==> src/rtl/rc_pkg.sv <==
// rtl/rc_pkg.sv - shared types and default timeouts for the receive sequencer
package rc_pkg;

    typedef enum logic [2:0] {
        RC_OK      = 3'd0,
        RC_TIMEOUT = 3'd1,
        RC_EOP_ERR = 3'd2,
        RC_CHK_ERR = 3'd3,
        RC_CANCEL  = 3'd4
    } rc_result_t;

    typedef enum logic [2:0] {
        IDLE  = 3'd0,
        ARM   = 3'd1,
        RECV  = 3'd2,
        CHECK = 3'd3,
        ABORT = 3'd4,
        DONE  = 3'd5
    } rc_seq_state_t;

    localparam int TMR_W_DEF        = 8;
    localparam int ARM_TIMEOUT_DEF  = 200;
    localparam int BODY_TIMEOUT_DEF = 120;
    localparam int CHK_TIMEOUT_DEF  = 16;

endpackage

==> src/rtl/rc_sequencer_if.sv <==
// rtl/rc_sequencer_if.sv - link between the receive sequencer and rc_dpdm
interface rc_sequencer_if;
    logic receive_hshake;
    logic receive_data;
    logic abort;
    logic got_sync;
    logic end_rc_nrzi;
    logic EOP_error;
    logic rc_dpdm_wait;

    modport master (
        output receive_hshake, receive_data, abort,
        input  got_sync, end_rc_nrzi, EOP_error, rc_dpdm_wait
    );

    modport slave (
        input  receive_hshake, receive_data, abort,
        output got_sync, end_rc_nrzi, EOP_error, rc_dpdm_wait
    );
endinterface

==> src/rtl/rc_watchdog.sv <==
// rtl/rc_watchdog.sv - clearable up-counter with terminal-count compare
module rc_watchdog #(
    parameter int TMR_W = 8
) (
    input  logic             clk,
    input  logic             rst_n,
    input  logic             clr,
    input  logic             en,
    input  logic [TMR_W-1:0] tc_value,
    output logic [TMR_W-1:0] count,
    output logic             tc
);
    logic [TMR_W-1:0] count_q, count_d;

    always_comb begin
        count_d = count_q;
        if (clr) begin
            count_d = '0;
        end else if (en) begin
            count_d = count_q + TMR_W'(1);
        end
    end

    always_ff @(posedge clk or negedge rst_n) begin
        if (!rst_n) begin
            count_q <= '0;
        end else begin
            count_q <= count_d;
        end
    end

    assign count = count_q;
    assign tc    = (count_q == tc_value);
endmodule

==> src/rtl/rc_sequencer.sv <==
// rtl/rc_sequencer.sv - receive-side sequencer: holds receive_* levels, supervises
// sync/body/check with a watchdog, aborts rc_dpdm and reports one result per request.
module rc_sequencer
    import rc_pkg::*;
#(
    parameter int               TMR_W        = TMR_W_DEF,
    parameter logic [TMR_W-1:0] ARM_TIMEOUT  = TMR_W'(ARM_TIMEOUT_DEF),
    parameter logic [TMR_W-1:0] BODY_TIMEOUT = TMR_W'(BODY_TIMEOUT_DEF),
    parameter logic [TMR_W-1:0] CHK_TIMEOUT  = TMR_W'(CHK_TIMEOUT_DEF)
) (
    input  logic                  clk,
    input  logic                  rst_n,
    input  logic                  req_hshake,
    input  logic                  req_data,
    input  logic                  cancel,
    input  logic                  clr_stats,
    input  logic                  chk_valid,
    input  logic                  chk_ok,
    rc_sequencer_if.master        dpdm,
    output logic                  busy,
    output logic                  done,
    output rc_result_t            result,
    output logic [7:0]            fail_count
);
    rc_seq_state_t    state_q, state_d;
    rc_result_t       code_q, code_d;
    logic             hs_q, hs_d;
    logic             seen_q, seen_d;
    logic             ok_q, ok_d;
    logic [7:0]       fail_q, fail_d;
    logic             timer_clr, timer_en, timer_tc;
    logic [TMR_W-1:0] timer_tc_value, timer_count;

    rc_watchdog #(.TMR_W(TMR_W)) u_watchdog (
        .clk      (clk),
        .rst_n    (rst_n),
        .clr      (timer_clr),
        .en       (timer_en),
        .tc_value (timer_tc_value),
        .count    (timer_count),
        .tc       (timer_tc)
    );

    always_ff @(posedge clk or negedge rst_n) begin
        if (!rst_n) begin
            state_q <= IDLE;
            code_q  <= RC_OK;
            hs_q    <= 1'b0;
            seen_q  <= 1'b0;
            ok_q    <= 1'b0;
            fail_q  <= 8'd0;
        end else begin
            state_q <= state_d;
            code_q  <= code_d;
            hs_q    <= hs_d;
            seen_q  <= seen_d;
            ok_q    <= ok_d;
            fail_q  <= fail_d;
        end
    end

    always_comb begin
        state_d   = state_q;
        code_d    = code_q;
        hs_d      = hs_q;
        seen_d    = seen_q;
        ok_d      = ok_q;
        timer_clr = 1'b0;
        case (state_q)
            IDLE: begin
                if (req_hshake || req_data) begin
                    state_d   = ARM;
                    hs_d      = req_hshake;
                    seen_d    = 1'b0;
                    ok_d      = 1'b0;
                    timer_clr = 1'b1;
                end
            end
            ARM, RECV, CHECK: begin
                if (state_q == CHECK && chk_valid) begin
                    seen_d = 1'b1;
                    ok_d   = chk_ok;
                end
                // cancel > EOP error > watchdog > normal progress
                if (cancel) begin
                    state_d = ABORT;
                    code_d  = RC_CANCEL;
                end else if (dpdm.EOP_error) begin
                    state_d = ABORT;
                    code_d  = RC_EOP_ERR;
                end else if (timer_tc) begin
                    state_d = ABORT;
                    code_d  = RC_TIMEOUT;
                end else if (state_q == ARM && dpdm.got_sync) begin
                    state_d   = RECV;
                    timer_clr = 1'b1;
                end else if (state_q == RECV && dpdm.end_rc_nrzi) begin
                    state_d   = CHECK;
                    timer_clr = 1'b1;
                end else if (state_q == CHECK && seen_q && dpdm.rc_dpdm_wait) begin
                    state_d = DONE;
                    code_d  = ok_q ? RC_OK : RC_CHK_ERR;
                end
            end
            ABORT:   state_d = DONE;
            DONE:    state_d = IDLE;
            default: state_d = IDLE;
        endcase
    end

    always_comb begin
        fail_d = fail_q;
        if (state_q == DONE && code_q != RC_OK && fail_q != 8'hFF) begin
            fail_d = fail_q + 8'd1;
        end
        if (clr_stats) begin
            fail_d = 8'd0;
        end
    end

    always_comb begin
        timer_en = (state_q == ARM) || (state_q == RECV) || (state_q == CHECK);
        case (state_q)
            ARM:     timer_tc_value = ARM_TIMEOUT - TMR_W'(1);
            RECV:    timer_tc_value = BODY_TIMEOUT - TMR_W'(1);
            default: timer_tc_value = CHK_TIMEOUT - TMR_W'(1);
        endcase
    end

    always_comb begin
        dpdm.receive_hshake = ((state_q == ARM) || (state_q == RECV)) && hs_q;
        dpdm.receive_data   = ((state_q == ARM) || (state_q == RECV)) && !hs_q;
        dpdm.abort          = (state_q == ABORT);
        busy                = timer_en || (state_q == ABORT);
        done                = (state_q == DONE);
        result              = (state_q == DONE) ? code_q : RC_OK;
        fail_count          = fail_q;
    end
endmodule

==> src/flat_wrapper.sv <==
// flat-port wrapper written by rule: the top's interface ports become plain ports
module rc_sequencer_flat import rc_pkg::*;
#(
    parameter int               TMR_W        = TMR_W_DEF,
    parameter logic [TMR_W-1:0] ARM_TIMEOUT  = TMR_W'(ARM_TIMEOUT_DEF),
    parameter logic [TMR_W-1:0] BODY_TIMEOUT = TMR_W'(BODY_TIMEOUT_DEF),
    parameter logic [TMR_W-1:0] CHK_TIMEOUT  = TMR_W'(CHK_TIMEOUT_DEF)
)
  (clk, rst_n, req_hshake, req_data, cancel, clr_stats, chk_valid, chk_ok, busy, done, result, fail_count, dpdm_receive_hshake, dpdm_receive_data, dpdm_abort, dpdm_got_sync, dpdm_end_rc_nrzi, dpdm_EOP_error, dpdm_rc_dpdm_wait);
  rc_sequencer_if dpdm_i ();
  input  logic clk;
  input  logic rst_n;
  input  logic req_hshake;
  input  logic req_data;
  input  logic cancel;
  input  logic clr_stats;
  input  logic chk_valid;
  input  logic chk_ok;
  output logic busy;
  output logic done;
  output rc_result_t result;
  output logic [7:0] fail_count;
  output wire logic [$bits(dpdm_i.receive_hshake)-1:0] dpdm_receive_hshake;
  output wire logic [$bits(dpdm_i.receive_data)-1:0] dpdm_receive_data;
  output wire logic [$bits(dpdm_i.abort)-1:0] dpdm_abort;
  input wire logic [$bits(dpdm_i.got_sync)-1:0] dpdm_got_sync;
  input wire logic [$bits(dpdm_i.end_rc_nrzi)-1:0] dpdm_end_rc_nrzi;
  input wire logic [$bits(dpdm_i.EOP_error)-1:0] dpdm_EOP_error;
  input wire logic [$bits(dpdm_i.rc_dpdm_wait)-1:0] dpdm_rc_dpdm_wait;
  assign dpdm_receive_hshake = dpdm_i.receive_hshake;
  assign dpdm_receive_data = dpdm_i.receive_data;
  assign dpdm_abort = dpdm_i.abort;
  assign dpdm_i.got_sync = dpdm_got_sync;
  assign dpdm_i.end_rc_nrzi = dpdm_end_rc_nrzi;
  assign dpdm_i.EOP_error = dpdm_EOP_error;
  assign dpdm_i.rc_dpdm_wait = dpdm_rc_dpdm_wait;
  rc_sequencer #(.TMR_W(TMR_W), .ARM_TIMEOUT(ARM_TIMEOUT), .BODY_TIMEOUT(BODY_TIMEOUT), .CHK_TIMEOUT(CHK_TIMEOUT)) u_core (.clk(clk), .rst_n(rst_n), .req_hshake(req_hshake), .req_data(req_data), .cancel(cancel), .clr_stats(clr_stats), .chk_valid(chk_valid), .chk_ok(chk_ok), .dpdm(dpdm_i), .busy(busy), .done(done), .result(result), .fail_count(fail_count));
endmodule
==> config.mk <==
export PLATFORM = sky130hd
export DESIGN_NAME = rc_sequencer_flat
export DESIGN_NICKNAME = d
export VERILOG_FILES = /design/src/rtl/rc_pkg.sv /design/src/rtl/rc_sequencer_if.sv /design/src/rtl/rc_watchdog.sv /design/src/rtl/rc_sequencer.sv /design/src/flat_wrapper.sv
export SDC_FILE = /design/constraint.sdc
export NUM_CORES = 1
export LEC_CHECK = 0
export BUFFER_PORTS_ARGS = -buffer_cell sky130_fd_sc_hd__buf_2
export CAP_MARGIN = 20
export CORE_MARGIN = 2
export CORE_UTILIZATION = 55
export CTS_CLUSTER_SIZE = 12
export DETAILED_ROUTE_END_ITERATION = 10
export PLACE_DENSITY = 0.82
export SLEW_MARGIN = 20
export SYNTH_ARGS = -nofsm -noshare
export SYNTH_HDL_FRONTEND = slang
export SYNTH_SLANG_ARGS = --single-unit
export TNS_END_PERCENT = 10
==> constraint.sdc <==
create_clock -name clk -period 4.5 [get_ports clk]
set_input_delay 0.9 -clock clk [delete_from_list [all_inputs] [get_ports clk]]
set_output_delay 0.9 -clock clk [all_outputs]
set_load 0.02 [all_outputs]
# --- Word-level counts from Yosys, hierarchy flattened ---
# Index checks and enable logic that the tools add are counted.
totals:
  ff_bits: 25
  input_bits: 12
  out_inout_bits: 16
  word_cells: 79
op_classes:
  eq_ne: 12
  n_reduce_logical: 25
  mux: 33
  n_addsub: 2
op_table:
  columns: ["op", "count"]
  rows:
  - ["$mux 3", 14]
  - ["$mux 8", 4]
  - ["$add 8x1->8 const B", 2]
  - ["$pmux 8 s2", 1]
  - ["$logic_and 1x1->1", 9]
  - ["$mux 1", 9]
  - ["$pmux 3 s3", 1]
  - ["$eq 8x8->1", 1]
  - ["$ne 4x3->1 const B", 2]
  - ["$ne 8x8->1 const B", 1]
  - ["$ne 7x3->1 const B", 1]
  - ["$eq 3x2->1 const B", 2]
  - ["$eq 3x3->1 const B", 2]
  - ["$pmux 1 s2", 3]
  - ["$reduce_bool 2->1", 3]
  - ["$logic_or 1x1->1", 4]
  - ["$ne 2x1->1 const B", 2]
  - ["$reduce_and 2->1", 2]
  - ["$reduce_and 4->1", 1]
  - ["$reduce_bool 4->1", 1]
  - ["$eq 3x1->1 const B", 1]
  - ["$logic_not 3->1", 1]
  - ["$reduce_and 3->1", 1]
  - ["$reduce_bool 3->1", 1]
  - ["other kinds (3)", 3]

# --- Longest topological paths before layout ---
logic_depth:
  word_depth: 10
  mapped_depth: 7
  mapped_depth_nobuf: 6

# --- Modules after synthesis ---
# Synthesis repeated with hierarchy kept, for this count alone.
hier_totals:
  cells_unflattened: 169
  area_unflattened_um2: 1530.2
modules_own_cells:
  columns: ["module", "seq_area_each_um2", "n_inst", "cells_per_inst", "area_each_um2"]
  rows:
  - ["rc_sequencer", 425.4, 1, 120, 1054.8]
  - ["rc_watchdog", 200.2, 1, 49, 475.5]

# --- Worst setup path after synthesis ---
# Ideal clock, no wire load.
synth_timing:
  path_type: "reg2out"
  start: "reg u_core.state_q[2]"
  end: "out dpdm_receive_hshake"
  t_arrival_ns: 1.296
  t_required_ns: 3.600
  n_path_buf: 2
  path_stages_with_launch: 4
  slack_ns: 2.304
  cell_sequence: "dfrtp_1 -> clkbuf_1 -> buf_1 -> nor3b_1"
synth_via:
  elab_chain_len: 3
  word_cells_on_any_way: 4
  cone_classes: "eq/ne (2); reduce/logical (2)"
synth_lines:
  columns: ["item", "line", "text"]
  rows:
  - ["from (decl)", "rc_sequencer.sv:25", "rc_seq_state_t state_q, state_d;"]
  - ["from (signal assigned)", "rc_sequencer.sv:53", "state_q <= state_d;"]
  - ["$eq 3x1->1 / $eq 3x2->1 (equally long branches)", "rc_sequencer.sv:131", "dpdm.receive_hshake = ((state_q == ARM) || (state_q == RECV)) && hs_q;"]
  - ["$logic_or 1x1->1 (*)", "rc_sequencer.sv:131", null]
  - ["$logic_and 1x1->1 (*)", "rc_sequencer.sv:131", null]
  - ["to (decl)", "flat_wrapper.sv:23", "output wire logic [$bits(dpdm_i.receive_hshake)-1:0] dpdm_receive_hshake;"]
# Every way passes the cells marked *; elsewhere a longest branch is shown, timed or not.

# --- Worst setup path after layout ---
layout_timing:
  start: "reg u_core.state_q[0]"
  end: "out result[2]"
layout_via:
  elab_chain_len: 2
layout_lines:
  columns: ["item", "line", "text"]
  rows:
  - ["$eq 3x3->1", "rc_sequencer.sv:136", "result = (state_q == DONE) ? code_q : RC_OK;"]
  - ["$mux 3", "rc_sequencer.sv:136", null]
  - ["to (decl)", "flat_wrapper.sv:21", "output rc_result_t result;"]
# Every way passes these cells.

==> results.env <==
FLOORPLAN.INITIALDENSITY_PCT=59.0
POSTSYNTHREGISTERBITS=25
SHARE_COMB_OF_TOTAL_POWER_PCT=41.9
P_CLK_SHARE_PCT=13.5
SETUP_VIOL=0
SYNTH-SEQ-AREA-SHARE_PCT=42.1
GRT_FIRST_PASS_WIRELENGTH_MICRONS=5400
BOUNDARYPINS=28
NUMCTSBUFFERS=3
CTS_TREE='done'
WORSTSETUPENDPOINTTYPE='primary output'
TIMING.SLEW.HEADROOM_PCT=48.7
CTS_RESIZED=0
MAXSLEWVIOLCOUNT=0
SYNTH_CELLS=165
SYN_TO_FINAL_GROWTH_PCT=11.6
AREA_USED_BY_MULTI_INPUT_COMBINATIONAL_LOGIC_SQ_UM=823
SYNTHESIS.NETS=179
FLOORPLAN_ROW_COUNT=18
WORSTPATHBUFFERINVERTERCOUNT=1
SW_FRAC_OF_TOTAL_PCT=44.1
NUMPORTBUFFERS=27
DIE-WIDTH_MICRONS=56.0
SYNTH_TOP_AREA_SHARE_PCT=42.1
FINAL_CELL_AREA_SQ_MM=0.00166
POWER.DENSITY_CELL_AREA_mW_PER_MM2=457
NUMBER_OF_DIODES=0
COUNT_OF_YOSYS_WARNINGS_DURING_SYNTHESIS=0
FINAL_LAYOUT_SIZE_SUFFIX_GT1_SHARE_PCT=19.6
CLOCK_TREE.ROOT_CELL='sky130_fd_sc_hd__clkbuf_4'
STARTPOINT_TYPE='flip-flop'
INITIALDRTVIOLATIONCOUNT=29
LAYOUT.NETS=204
FINALHOLDVIOLCOUNT=0
FILLCELLCOUNT=212
ROUTED_WL_MICRONS=3100
NUMBER_OF_GLOBAL_ROUTE_VIAS_BEFORE_REPAIR=1249
ACHIEVABLE-FREQUENCY_GHz=0.371
CRITPATHMAXSTAGEDELAY_PS=670
YOSYSTOPAREACELL='sky130_fd_sc_hd__dfrtp_1'
FINAL.SETUP_SKEW_PS=4.94
OVERFLOW_LEFT_AFTER_GLOBAL_ROUTING=0
ROUTED_VIA_DENSITY=5.95
CRITICAL_PATH_PEAK_FANOUT=17
FINAL.HOLD.WORST_SLACK_PS=536
HOLD_CLASS='primary input to async pin'
COMMONEST_NON_FILL_NON_TAP_CELL_IN_THE_LAYOUT='sky130_fd_sc_hd__buf_2'
YOSYS.CELL_TYPES.COUNT=41
POSTCTSSETUPBUFFERS=0
GRT_ANTENNA_BEFORE_REPAIR=0
CTS-HTREE-LEVELS=1
DIE_Y_MICRONS=56.0
DRV.MAX_CAP_VIOLATION_COUNT=0
CRITICAL_PATH_REQUIRED_PS=3600
GRT_START_MAX_NET_PINS=26
CELL_CHAIN_OF_THE_CRITICAL_PATH='nor2b_1 > and3_1 > buf_2'
SYNTH_AREA_LEADERS='sky130_fd_sc_hd__dfrtp_1 42%, sky130_fd_sc_hd__nor2_1 5.3%, sky130_fd_sc_hd__xor2_1 5.3%'
IR_WORST_VDD_mV=0.330
POST-ROUTE-PERIOD-UTIL_PCT=59.8
CLOCK_LATENCY_PS=320
WORST_SLEW_PIN_SLEW_PS=761
ROUTE.DETAILED.WL_PER_INST_MICRONS=14.2
GPL.FINAL_WEIGHTED_CONGESTION=0.812
SYNTH_AREA_SQ_MM=0.00149
FLOORPLAN.DIE_AREA_SQ_MM=0.00314
FINALCOREUTILIZATION_PCT=65.8
HIGHEST_COUNT_CELLS_IN_THE_LAYOUT_IGNORING_FILL_AND_TAPS='27 x sky130_fd_sc_hd__buf_2, 25 x sky130_fd_sc_hd__dfrtp_1, 21 x sky130_fd_sc_hd__nor2_1'
FIRST_PASS_ITERS=4
VIAS=1304
CELL_INTERNAL_PWR_W=0.000424
AVGSYNTHCELLAREA_SQ_UM=9.02
WORST-SETUP-PATH-TYPE='flip-flop to primary output'
SEQCELLAREA_SQ_UM=626
SEQ_PWR_SHARE_PCT=44.6
DETAIL_ROUTE.DRC_VIOLATIONS=0
PLACED_WIRE_LENGTH_ESTIMATE_AFTER_DETAILED_PLACEMENT_MICRONS=2290
CTS.HOLD.BUFFERS_ADDED=0
POWER.SWITCHING_W=0.000335
CRITICAL_PATH.SLOWEST_CELL='sky130_fd_sc_hd__dfrtp_1'
PLACEABLECOREAREA_SQ_MM=0.00252
DPL_CELL_AREA_SQ_MM=0.00163
RSZ_0062_RAISED_AFTER_GLOBAL_ROUTING='false'
RESULT_OF_THE_RUN='completed'
GLOBAL_ROUTE.USAGE.TOTAL_PCT=21.1
CTS.CLK_SLEW.WORST_PATHS_PS=140
CLOCK-SINKS=25
CP_TOP_FAMILY='flip-flops'
FINAL_PERIOD_MINUS_WORST_SETUP_SLACK_PS=2690
TOTAL_LEAKAGE_POWER_nW=0.797
SETUP-TNS-FINAL_PS=0
WORST_EP_ARRIVAL_TIME_PS=1790
CTS_BUFFER_DEPTH=2
REMAINING_ANTENNA_VIOLATION_COUNT_AFTER_ROUTING=0
==> metal layers <==
| metal | vias up | GRT usage [%] | share of wire, % |
|---|---|---|---|
| met5 | - | 0 | 0 |
| met3 | 6 | 2.09 | 4.1 |
| met1 | 631 | 29.9 | 45 |
| met2 | 31 | 33.1 | 49 |
| li1 | 636 | - | - |
| met4 | 0 | 8.50 | 1.6 |
==> path summary, 6_finish.rpt <==
path	startpoint	cells past startpoint	end	slack (ps)
worst max register to register	u_core.state_q[0]	5	u_core.code_q[2]	2080
worst min-delay path	rst_n	1	u_core.u_watchdog.count[4]	540
min in group clk	u_core.hs_q	1	u_core.hs_q	540
worst max-delay path	u_core.state_q[0]	3	result[2]	1810
worst min register to register	u_core.hs_q	1	u_core.hs_q	540
max in group asynchronous	rst_n	1	u_core.code_q[2]	3590
==> through the flow <==
step | instances | total power, W | worst slack (ps)
floorplan | 165 | 0.000575 | 2300
global placement | 215 | 0.000646 | 2210
detailed placement | 215 | 0.000657 | 2110
CTS | 219 | 0.000761 | 1810
global route | 219 | 0.000811 | 1670
finish | 219 | 0.000759 | 1810
==> cell families after synthesis <==
logic type | after synthesis | synth area share, %
buf+inv | 10 | 2.61
mux | 3 | 2.02
simple gates | 77 | 26.3
xor+xnor | 13 | 7.65
compound gates | 35 | 17.7
fa+ha+maj | 2 | 1.68
flops | 25 | 42.1
==> area by class of cell <==
type                       count  area share (%)
clock inverter                 1           0.301
inverter                       3           0.678
tap                           30            2.26
timing repair buffer          27            8.14
multi-input combinational    130            49.6
clock buffer                   3            1.36
sequential                    25            37.7
==> sequential cells by signal, summed over array words and instances, names as in the netlist <==
name                     cells
u_core.code_q                3
u_core.fail_count            8
u_core.hs_q                  1
u_core.ok_q                  1
u_core.seen_q                1
u_core.state_q               3
u_core.u_watchdog.count      8
==> worst register-to-register path, stage by stage (launching register included) <==
cell and delay (ps):
sky130_fd_sc_hd__dfrtp_1 670, sky130_fd_sc_hd__xnor2_1 220, sky130_fd_sc_hd__or4b_4 540, sky130_fd_sc_hd__a2111oi_4 520
sky130_fd_sc_hd__o21ai_1 110, sky130_fd_sc_hd__a32o_1 270
==> cells in the mapped netlist <==
cell and instances:
sky130_fd_sc_hd__a221oi_1 1, sky130_fd_sc_hd__nor2b_1 3, sky130_fd_sc_hd__nand4_1 5, sky130_fd_sc_hd__o21ai_0 8
sky130_fd_sc_hd__xor2_1 9, sky130_fd_sc_hd__nor2_1 21, sky130_fd_sc_hd__a31oi_1 1, sky130_fd_sc_hd__nor4_1 1
sky130_fd_sc_hd__a2111o_1 1, sky130_fd_sc_hd__a32o_1 1, sky130_fd_sc_hd__nand2_1 17, sky130_fd_sc_hd__o21ai_2 1
sky130_fd_sc_hd__a2111oi_4 1, sky130_fd_sc_hd__or3_1 2, sky130_fd_sc_hd__o211ai_1 3, sky130_fd_sc_hd__a22oi_1 2
sky130_fd_sc_hd__and3_1 7, sky130_fd_sc_hd__buf_2 1, sky130_fd_sc_hd__inv_1 3, sky130_fd_sc_hd__a21o_1 1
sky130_fd_sc_hd__ha_1 2, sky130_fd_sc_hd__a22o_1 1, sky130_fd_sc_hd__nor3b_1 4, sky130_fd_sc_hd__and2_1 3
sky130_fd_sc_hd__o2bb2ai_1 1, sky130_fd_sc_hd__nor3_2 1, sky130_fd_sc_hd__o21ba_2 1, sky130_fd_sc_hd__nand2b_1 3
sky130_fd_sc_hd__o21bai_1 1, sky130_fd_sc_hd__or4b_4 1, sky130_fd_sc_hd__buf_1 2, sky130_fd_sc_hd__clkbuf_1 4
sky130_fd_sc_hd__nand3_1 4, sky130_fd_sc_hd__o311a_1 1, sky130_fd_sc_hd__a221oi_2 1, sky130_fd_sc_hd__xnor2_1 4
sky130_fd_sc_hd__mux2i_1 3, sky130_fd_sc_hd__dfrtp_1 25, sky130_fd_sc_hd__nor3_1 5, sky130_fd_sc_hd__a21oi_1 6
sky130_fd_sc_hd__o21ai_1 3
==> power by group through the flow <==
| stage | Combinational (W) | Clock, W | Sequential [W] |
|---|---|---|---|
| floorplan | 0.000278 | 0 | 0.000298 |
| global placement | 0.000312 | 0 | 0.000334 |
| detailed placement | 0.000318 | 0 | 0.000340 |
| CTS | 0.000319 | 0.000106 | 0.000336 |
| global route | 0.000354 | 0.000111 | 0.000346 |
| finish | 0.000318 | 0.000103 | 0.000339 |
Power figures use the tool's default switching activity.
